--- src/rtl/fp_mmio_pkg.sv ---
// fp_mmio_pkg: shared constants and types for the FP multiply MMIO queue.
// No ports; register map, bit positions and the sequencer state type.
package fp_mmio_pkg;

    localparam logic [2:0] ADDR_OPA    = 3'd0;
    localparam logic [2:0] ADDR_OPB    = 3'd1;
    localparam logic [2:0] ADDR_CTRL   = 3'd2;
    localparam logic [2:0] ADDR_STATUS = 3'd3;
    localparam logic [2:0] ADDR_RESULT = 3'd4;
    localparam logic [2:0] ADDR_RFLAGS = 3'd5;

    localparam int CTRL_PUSH = 16;
    localparam int CTRL_CLR  = 8;
    localparam int CTRL_IE   = 0;

    localparam int ST_RES_VALID = 0;
    localparam int ST_BUSY      = 1;
    localparam int ST_JOB_FULL  = 2;
    localparam int ST_OVF       = 3;
    localparam int ST_UNF       = 4;
    localparam int ST_JOB_CNT   = 8;
    localparam int ST_RES_CNT   = 16;

    localparam int FLAG_W = 6;
    localparam int TAG_W  = 4;

    typedef enum logic [1:0] {
        IDLE,
        ISSUE,
        WAIT,
        WB
    } seq_state_t;

endpackage

--- src/rtl/fp_sync_fifo.sv ---
// fp_sync_fifo: counter-based synchronous FIFO, push/pop ignored when full/empty.
// Ports: Clk, Rst (async, high), push, pop, din, dout (head), count, full, empty.
module fp_sync_fifo
    import fp_mmio_pkg::*;
#(
    parameter  int WIDTH = 8,
    parameter  int DEPTH = 4,
    localparam int CNT_W = $clog2(DEPTH + 1),
    localparam int PTR_W = (DEPTH > 1) ? $clog2(DEPTH) : 1
) (
    input  logic             Clk,
    input  logic             Rst,
    input  logic             push,
    input  logic             pop,
    input  logic [WIDTH-1:0] din,
    output logic [WIDTH-1:0] dout,
    output logic [CNT_W-1:0] count,
    output logic             full,
    output logic             empty
);

    logic [WIDTH-1:0] mem [DEPTH];
    logic [PTR_W-1:0] wr_ptr;
    logic [PTR_W-1:0] rd_ptr;
    logic             do_push;
    logic             do_pop;

    // Pointers wrap at DEPTH, which need not be a power of two.
    function automatic logic [PTR_W-1:0] inc(
        input logic [PTR_W-1:0] p
    );
        return (p == PTR_W'(DEPTH - 1)) ? '0 : p + 1'b1;
    endfunction

    assign full    = (count == CNT_W'(DEPTH));
    assign empty   = (count == '0);
    assign do_push = push && !full;
    assign do_pop  = pop && !empty;
    assign dout    = mem[rd_ptr];

    always_ff @(posedge Clk) begin
        if (do_push) begin
            mem[wr_ptr] <= din;
        end
    end

    always_ff @(posedge Clk or posedge Rst) begin
        if (Rst) begin
            wr_ptr <= '0;
            rd_ptr <= '0;
            count  <= '0;
        end else begin
            if (do_push) begin
                wr_ptr <= inc(wr_ptr);
            end
            if (do_pop) begin
                rd_ptr <= inc(rd_ptr);
            end
            unique case ({do_push, do_pop})
                2'b10:   count <= count + 1'b1;
                2'b01:   count <= count - 1'b1;
                default: count <= count;
            endcase
        end
    end

endmodule

--- src/rtl/fp_mmio_queue.sv ---
// fp_mmio_queue: MMIO job/result queues and sequencer for the FP multiply core.
// Ports: Clk, Rst, bus (A, WE, RE, InData, OutData), core_* handshake, irq.
module fp_mmio_queue
    import fp_mmio_pkg::*;
#(
    parameter  int WIDTH = 32,
    parameter  int DEPTH = 4,
    localparam int CNT_W = $clog2(DEPTH + 1)
) (
    input  logic              Clk,
    input  logic              Rst,
    input  logic [2:0]        A,
    input  logic              WE,
    input  logic              RE,
    input  logic [WIDTH-1:0]  InData,
    output logic [WIDTH-1:0]  OutData,
    output logic              core_start,
    output logic [WIDTH-1:0]  core_a,
    output logic [WIDTH-1:0]  core_b,
    input  logic              core_done,
    input  logic [WIDTH-1:0]  core_p,
    input  logic [FLAG_W-1:0] core_flags,
    output logic              irq
);

    localparam int JW = 2 * WIDTH + TAG_W;
    localparam int RW = WIDTH + FLAG_W + TAG_W;

    logic [WIDTH-1:0]  opa;
    logic [WIDTH-1:0]  opb;
    logic              ie;
    logic              ovf_err;
    logic              unf_err;
    logic [TAG_W-1:0]  tag;

    logic              ctrl_wr;
    logic              push_req;
    logic              clr_req;
    logic              pop_req;
    logic              job_push;
    logic              res_pop;
    logic              ovf_set;
    logic              unf_set;

    logic [JW-1:0]     job_dout;
    logic [CNT_W-1:0]  job_cnt;
    logic              job_full;
    logic              job_empty;

    logic [RW-1:0]     res_din;
    logic [RW-1:0]     res_dout;
    logic [CNT_W-1:0]  res_cnt;
    logic              res_full;
    logic              res_empty;
    logic [TAG_W-1:0]  res_tag;
    logic [FLAG_W-1:0] res_flags;
    logic [WIDTH-1:0]  res_p;

    seq_state_t        state;
    seq_state_t        state_nxt;
    logic              job_pop;
    logic              cap_en;
    logic              res_push;
    logic [TAG_W-1:0]  run_tag;
    logic [WIDTH-1:0]  cap_p;
    logic [FLAG_W-1:0] cap_flags;
    logic [WIDTH-1:0]  status;

    assign ctrl_wr  = WE && (A == ADDR_CTRL);
    assign push_req = ctrl_wr && InData[CTRL_PUSH];
    assign clr_req  = ctrl_wr && InData[CTRL_CLR];
    assign pop_req  = RE && (A == ADDR_RESULT);
    assign job_push = push_req && !job_full;
    assign ovf_set  = push_req && job_full;
    assign res_pop  = pop_req && !res_empty;
    assign unf_set  = pop_req && res_empty;

    assign irq = ie && !res_empty;

    fp_sync_fifo #(
        .WIDTH (JW),
        .DEPTH (DEPTH)
    ) u_job_q (
        .Clk   (Clk),
        .Rst   (Rst),
        .push  (job_push),
        .pop   (job_pop),
        .din   ({tag, opa, opb}),
        .dout  (job_dout),
        .count (job_cnt),
        .full  (job_full),
        .empty (job_empty)
    );

    assign res_din = {run_tag, cap_flags, cap_p};

    fp_sync_fifo #(
        .WIDTH (RW),
        .DEPTH (DEPTH)
    ) u_res_q (
        .Clk   (Clk),
        .Rst   (Rst),
        .push  (res_push),
        .pop   (res_pop),
        .din   (res_din),
        .dout  (res_dout),
        .count (res_cnt),
        .full  (res_full),
        .empty (res_empty)
    );

    assign {res_tag, res_flags, res_p} = res_dout;

    always_ff @(posedge Clk or posedge Rst) begin
        if (Rst) begin
            opa     <= '0;
            opb     <= '0;
            ie      <= 1'b0;
            ovf_err <= 1'b0;
            unf_err <= 1'b0;
            tag     <= '0;
        end else begin
            if (WE && (A == ADDR_OPA)) begin
                opa <= InData;
            end
            if (WE && (A == ADDR_OPB)) begin
                opb <= InData;
            end
            if (ctrl_wr) begin
                ie <= InData[CTRL_IE];
            end
            // A dropped push does not consume a tag.
            if (job_push) begin
                tag <= tag + 1'b1;
            end
            // Setting beats clearing in the same cycle.
            if (ovf_set) begin
                ovf_err <= 1'b1;
            end else if (clr_req) begin
                ovf_err <= 1'b0;
            end
            if (unf_set) begin
                unf_err <= 1'b1;
            end else if (clr_req) begin
                unf_err <= 1'b0;
            end
        end
    end

    always_ff @(posedge Clk or posedge Rst) begin
        if (Rst) begin
            state <= IDLE;
        end else begin
            state <= state_nxt;
        end
    end

    // Issue only with a free result slot, so the WB push
    // can never be dropped.
    always_comb begin
        state_nxt  = state;
        core_start = 1'b0;
        job_pop    = 1'b0;
        cap_en     = 1'b0;
        res_push   = 1'b0;
        unique case (state)
            IDLE: begin
                if (!job_empty && !res_full) begin
                    job_pop   = 1'b1;
                    state_nxt = ISSUE;
                end
            end
            ISSUE: begin
                core_start = 1'b1;
                state_nxt  = WAIT;
            end
            WAIT: begin
                if (core_done) begin
                    cap_en    = 1'b1;
                    state_nxt = WB;
                end
            end
            WB: begin
                res_push  = 1'b1;
                state_nxt = IDLE;
            end
            default: state_nxt = IDLE;
        endcase
    end

    // core_a/core_b stay put from issue until the next
    // job is taken in IDLE, covering the whole WAIT.
    always_ff @(posedge Clk or posedge Rst) begin
        if (Rst) begin
            run_tag   <= '0;
            core_a    <= '0;
            core_b    <= '0;
            cap_p     <= '0;
            cap_flags <= '0;
        end else begin
            if (job_pop) begin
                {run_tag, core_a, core_b} <= job_dout;
            end
            if (cap_en) begin
                cap_p     <= core_p;
                cap_flags <= core_flags;
            end
        end
    end

    always_comb begin
        status                          = '0;
        status[ST_RES_VALID]            = !res_empty;
        status[ST_BUSY]                 = (state != IDLE);
        status[ST_JOB_FULL]             = job_full;
        status[ST_OVF]                  = ovf_err;
        status[ST_UNF]                  = unf_err;
        status[ST_JOB_CNT +: CNT_W]     = job_cnt;
        status[ST_RES_CNT +: CNT_W]     = res_cnt;
    end

    // Head reads show the entry before this cycle's pop;
    // an empty queue reads as zero.
    always_comb begin
        OutData = '0;
        unique case (A)
            ADDR_OPA:    OutData = opa;
            ADDR_OPB:    OutData = opb;
            ADDR_CTRL:   OutData[CTRL_IE] = ie;
            ADDR_STATUS: OutData = status;
            ADDR_RESULT: begin
                if (!res_empty) begin
                    OutData = res_p;
                end
            end
            ADDR_RFLAGS: begin
                if (!res_empty) begin
                    OutData[11:0] = {res_tag, 2'b00, res_flags};
                end
            end
            default: OutData = '0;
        endcase
    end

endmodule
--- config.mk ---
export PLATFORM = sky130hd
export DESIGN_NAME = fp_mmio_queue
export DESIGN_NICKNAME = d
export VERILOG_FILES = /design/src/rtl/fp_mmio_pkg.sv /design/src/rtl/fp_sync_fifo.sv /design/src/rtl/fp_mmio_queue.sv
export SDC_FILE = /design/constraint.sdc
export NUM_CORES = 1
export LEC_CHECK = 0
export CAP_MARGIN = 25
export CORE_ASPECT_RATIO = 0.7
export CORE_MARGIN = 3
export CORE_UTILIZATION = 55
export CTS_CLUSTER_DIAMETER = 100
export DETAILED_ROUTE_END_ITERATION = 10
export PLACE_DENSITY = 0.75
export SYNTH_ARGS = -nofsm -noshare
export SYNTH_HDL_FRONTEND = slang
export SYNTH_SLANG_ARGS = --single-unit
export TNS_END_PERCENT = 20
--- constraint.sdc ---
create_clock -name Clk -period 18 [get_ports Clk]
set_clock_uncertainty 0.1 [all_clocks]
set_input_delay 3.6 -clock Clk [delete_from_list [all_inputs] [get_ports Clk]]
set_output_delay 3.6 -clock Clk [all_outputs]
set_load 0.01 [all_outputs]
==> reports/metrics.csv <==
metric;value;unit
die_h;183.2;um
maxSlewViolCount;0;
netlist_area;0.02466;mm^2
syn-num-nets;1275;
vias;11750;
cellLeakagePower;10.57;nW
status;completed;
dp_hpwl;31020;um
ctsHoldBuffers;0;
place_ws;8022;ps
syn_area_per_cell;20.94;um^2
worst_setup_path_start_kind;primary input;
cap_violations;0;
cts_setup_buffers;0;
final.setup.tns;0;ps
post-route-util;65.68;%
ys_seq_area_share;73.16;%
worstSkewPairLatency;580;ps
synth_cell_type_count;45;
rows;64;
drt_first_iter_violations;1105;
grt_pass1_wl;77020;um
synth-edff-count;440;
yosys.area.top_type_share;53.57;%
cts_tree;built;
place_congestion;0.8521;
highest_layer;met5;
cp_max_fo;33;
dr.pass1.iters;8;
cts-root-buf;clkbuf_16;
area_growth;17.07;%
fin_area;0.02887;mm^2
start_util;56.10;%
antenna_found_initial;2;
grt_pass1_vias;11930;
synth_top_family_by_area;multiplexers;
syn_inst;1178;
synth_compound_area_share;1.816;%
drc;0;
clockBufferDepth;3;
port_buffers;175;
synthMuxAreaShare;19.93;%
yosys.area_share.adder;1.025;%
wl_met1;22600;um
cp.required;14300;ps
drive_above_1_share;27.08;%
grt-ovfl-total;0;
power.total;4.641;mW
synthXorXnorAreaFrac;0.3196;%
numCtsBuffers;57;
path_class;in -> out;
synth_warnings;0;
placed_area;0.02699;mm^2
ctsResizeCount;0;
avgRoutedWirePerCell;25.01;um
rsz0062_at_grt;false;
period_share;55.57;%
synth_seq_cells;633;
ir_worst_vdd;0.0001200;V
regArea;0.01805;mm^2
mostFrequentLayoutCells;edfxtp_1, dfrtp_1, clkdlybuf4s50_1;
routed_via_density;5.839;
hold_violations;0;
core;0.04396;mm^2
fp.dieW;259.1;um
ant_nets;0;
synth_top_area_cell;edfxtp_1;
worst_ep_arrival_time;6300;ps
hp-class;reg -> reg;
grt_max_degree;72;
dieArea;0.04746;mm^2
multiInputGateArea;0.006067;mm^2
wl_met3;3215;um
clock-sinks;633;
synth_ff_type;edfxtp_1;
fin_crit;10000;ps
power.density;160.7;mW/mm^2
io_pins;176;
finalSetupViolCount;0;
slew_headroom;39.51;%
fmax;99.97;MHz
wl;50350;um
fill_cells;2858;
final_nets;1469;
final_common_cell;edfxtp_1;
setup_ws;7997;ps
dr_wl_met2;23740;um
worstMarginPinSlew;907.3;ps
htree_levels;2;
yosys.area_share.simple;1.395;%
crit_path_end_kind;output pin;
ys_top_cells_by_area;edfxtp_1, dfrtp_1, mux4_2, mux2_4, mux2_2;
clkTransAtPathRegs;70;ps
synth-async-reset-ratio;30.49;%
grt_usage;21.74;%
==> report_power, final <==
part	switching (mW)	internal, mW	total, mW
Combinational	0.540	0.731	1.27
Clock	0.502	0.697	1.20
Sequential	0.249	1.92	2.17
==> routing by layer <==
metal / up-vias / GRT usage [%]
li1: 5088 / -
met1: 6228 / 33.11
met2: 372 / 33.78
met3: 63 / 3.823
met4: 2 / 4.370
met5: - / 0
==> path summary, 6_finish.rpt <==
path	from	endpoint	slack, ps	cells past startpoint
hold reg to reg	unf_err	unf_err	380	2
setup reg to reg	u_res_q.count[0]	u_job_q.count[2]	15150	10
hold / removal	unf_err	unf_err	380	2
max in group asynchronous	Rst	u_job_q.rd_ptr[0]	13030	3
setup / recovery	A[1]	OutData[7]	8000	7
min in group asynchronous	Rst	cap_flags[1]	3390	2
==> sequential cells by signal, summed over array words and instances (netlist names), 2 cells and up <==
name / flops
cap_flags: 6
cap_p: 32
core_a: 32
core_b: 32
opa: 32
opb: 32
run_tag: 4
state: 2
tag: 4
u_job_q.count: 3
u_job_q.mem: 272
u_job_q.rd_ptr: 2
u_job_q.wr_ptr: 2
u_res_q.count: 3
u_res_q.mem: 168
u_res_q.rd_ptr: 2
u_res_q.wr_ptr: 2
==> kinds of logic after synthesis <==
family                   count (synthesis)
AO/OA/AOI/OAI                           59
XOR/XNOR                                 9
adder cells (fa/ha/maj)                 19
buffers and inverters                   98
flip-flops                             633
multiplexers                           301
AND/OR/NAND/NOR                         59
==> cell type report <==
class / count / area share, %
Tap cell: 594 / 2.574
Clock inverter: 18 / 0.7540
Inverter: 37 / 0.5070
Sequential cell: 633 / 62.52
Antenna cell: 1 / 0.008667
Timing Repair Buffer: 196 / 6.951
Multi-Input combinational cell: 447 / 21.01
Clock buffer: 87 / 5.677
==> critical path: stages <==
cell	delay, ps
clkdlybuf4s50_1	870
nor2_1	130
and3b_1	190
buf_4	270
a222oi_1	600
inv_1	110
clkdlybuf4s50_1	510
==> metrics by stage <==
step           hold slack [ps]  instances
6_report                 384.5       2013
3_5_place_dp             367.9       1906
5_1_grt                  409.4       2013
3_3_place_gp             354.4       1901
4_1_cts                  385.8       2011
2_1_floorplan            337.7       1178
==> synthesized netlist by cell type, types with 6 or more instances <==
| cell | count |
|---|---|
| a22oi_1 | 8 |
| edfxtp_1 | 440 |
| mux4_2 | 98 |
| clkbuf_1 | 18 |
| nand2_1 | 15 |
| mux2_2 | 91 |
| nor2_1 | 17 |
| mux2_1 | 18 |
| a21oi_1 | 11 |
| ha_1 | 17 |
| mux4_1 | 12 |
| buf_12 | 7 |
| mux2i_1 | 13 |
| buf_6 | 6 |
| a222oi_1 | 21 |
| mux2_4 | 69 |
| buf_4 | 8 |
| dfrtp_1 | 193 |
| and2_1 | 7 |
| o21ai_0 | 14 |
| inv_1 | 37 |
| buf_2 | 18 |
No activity file was read; power rests on OpenSTA's default activity.
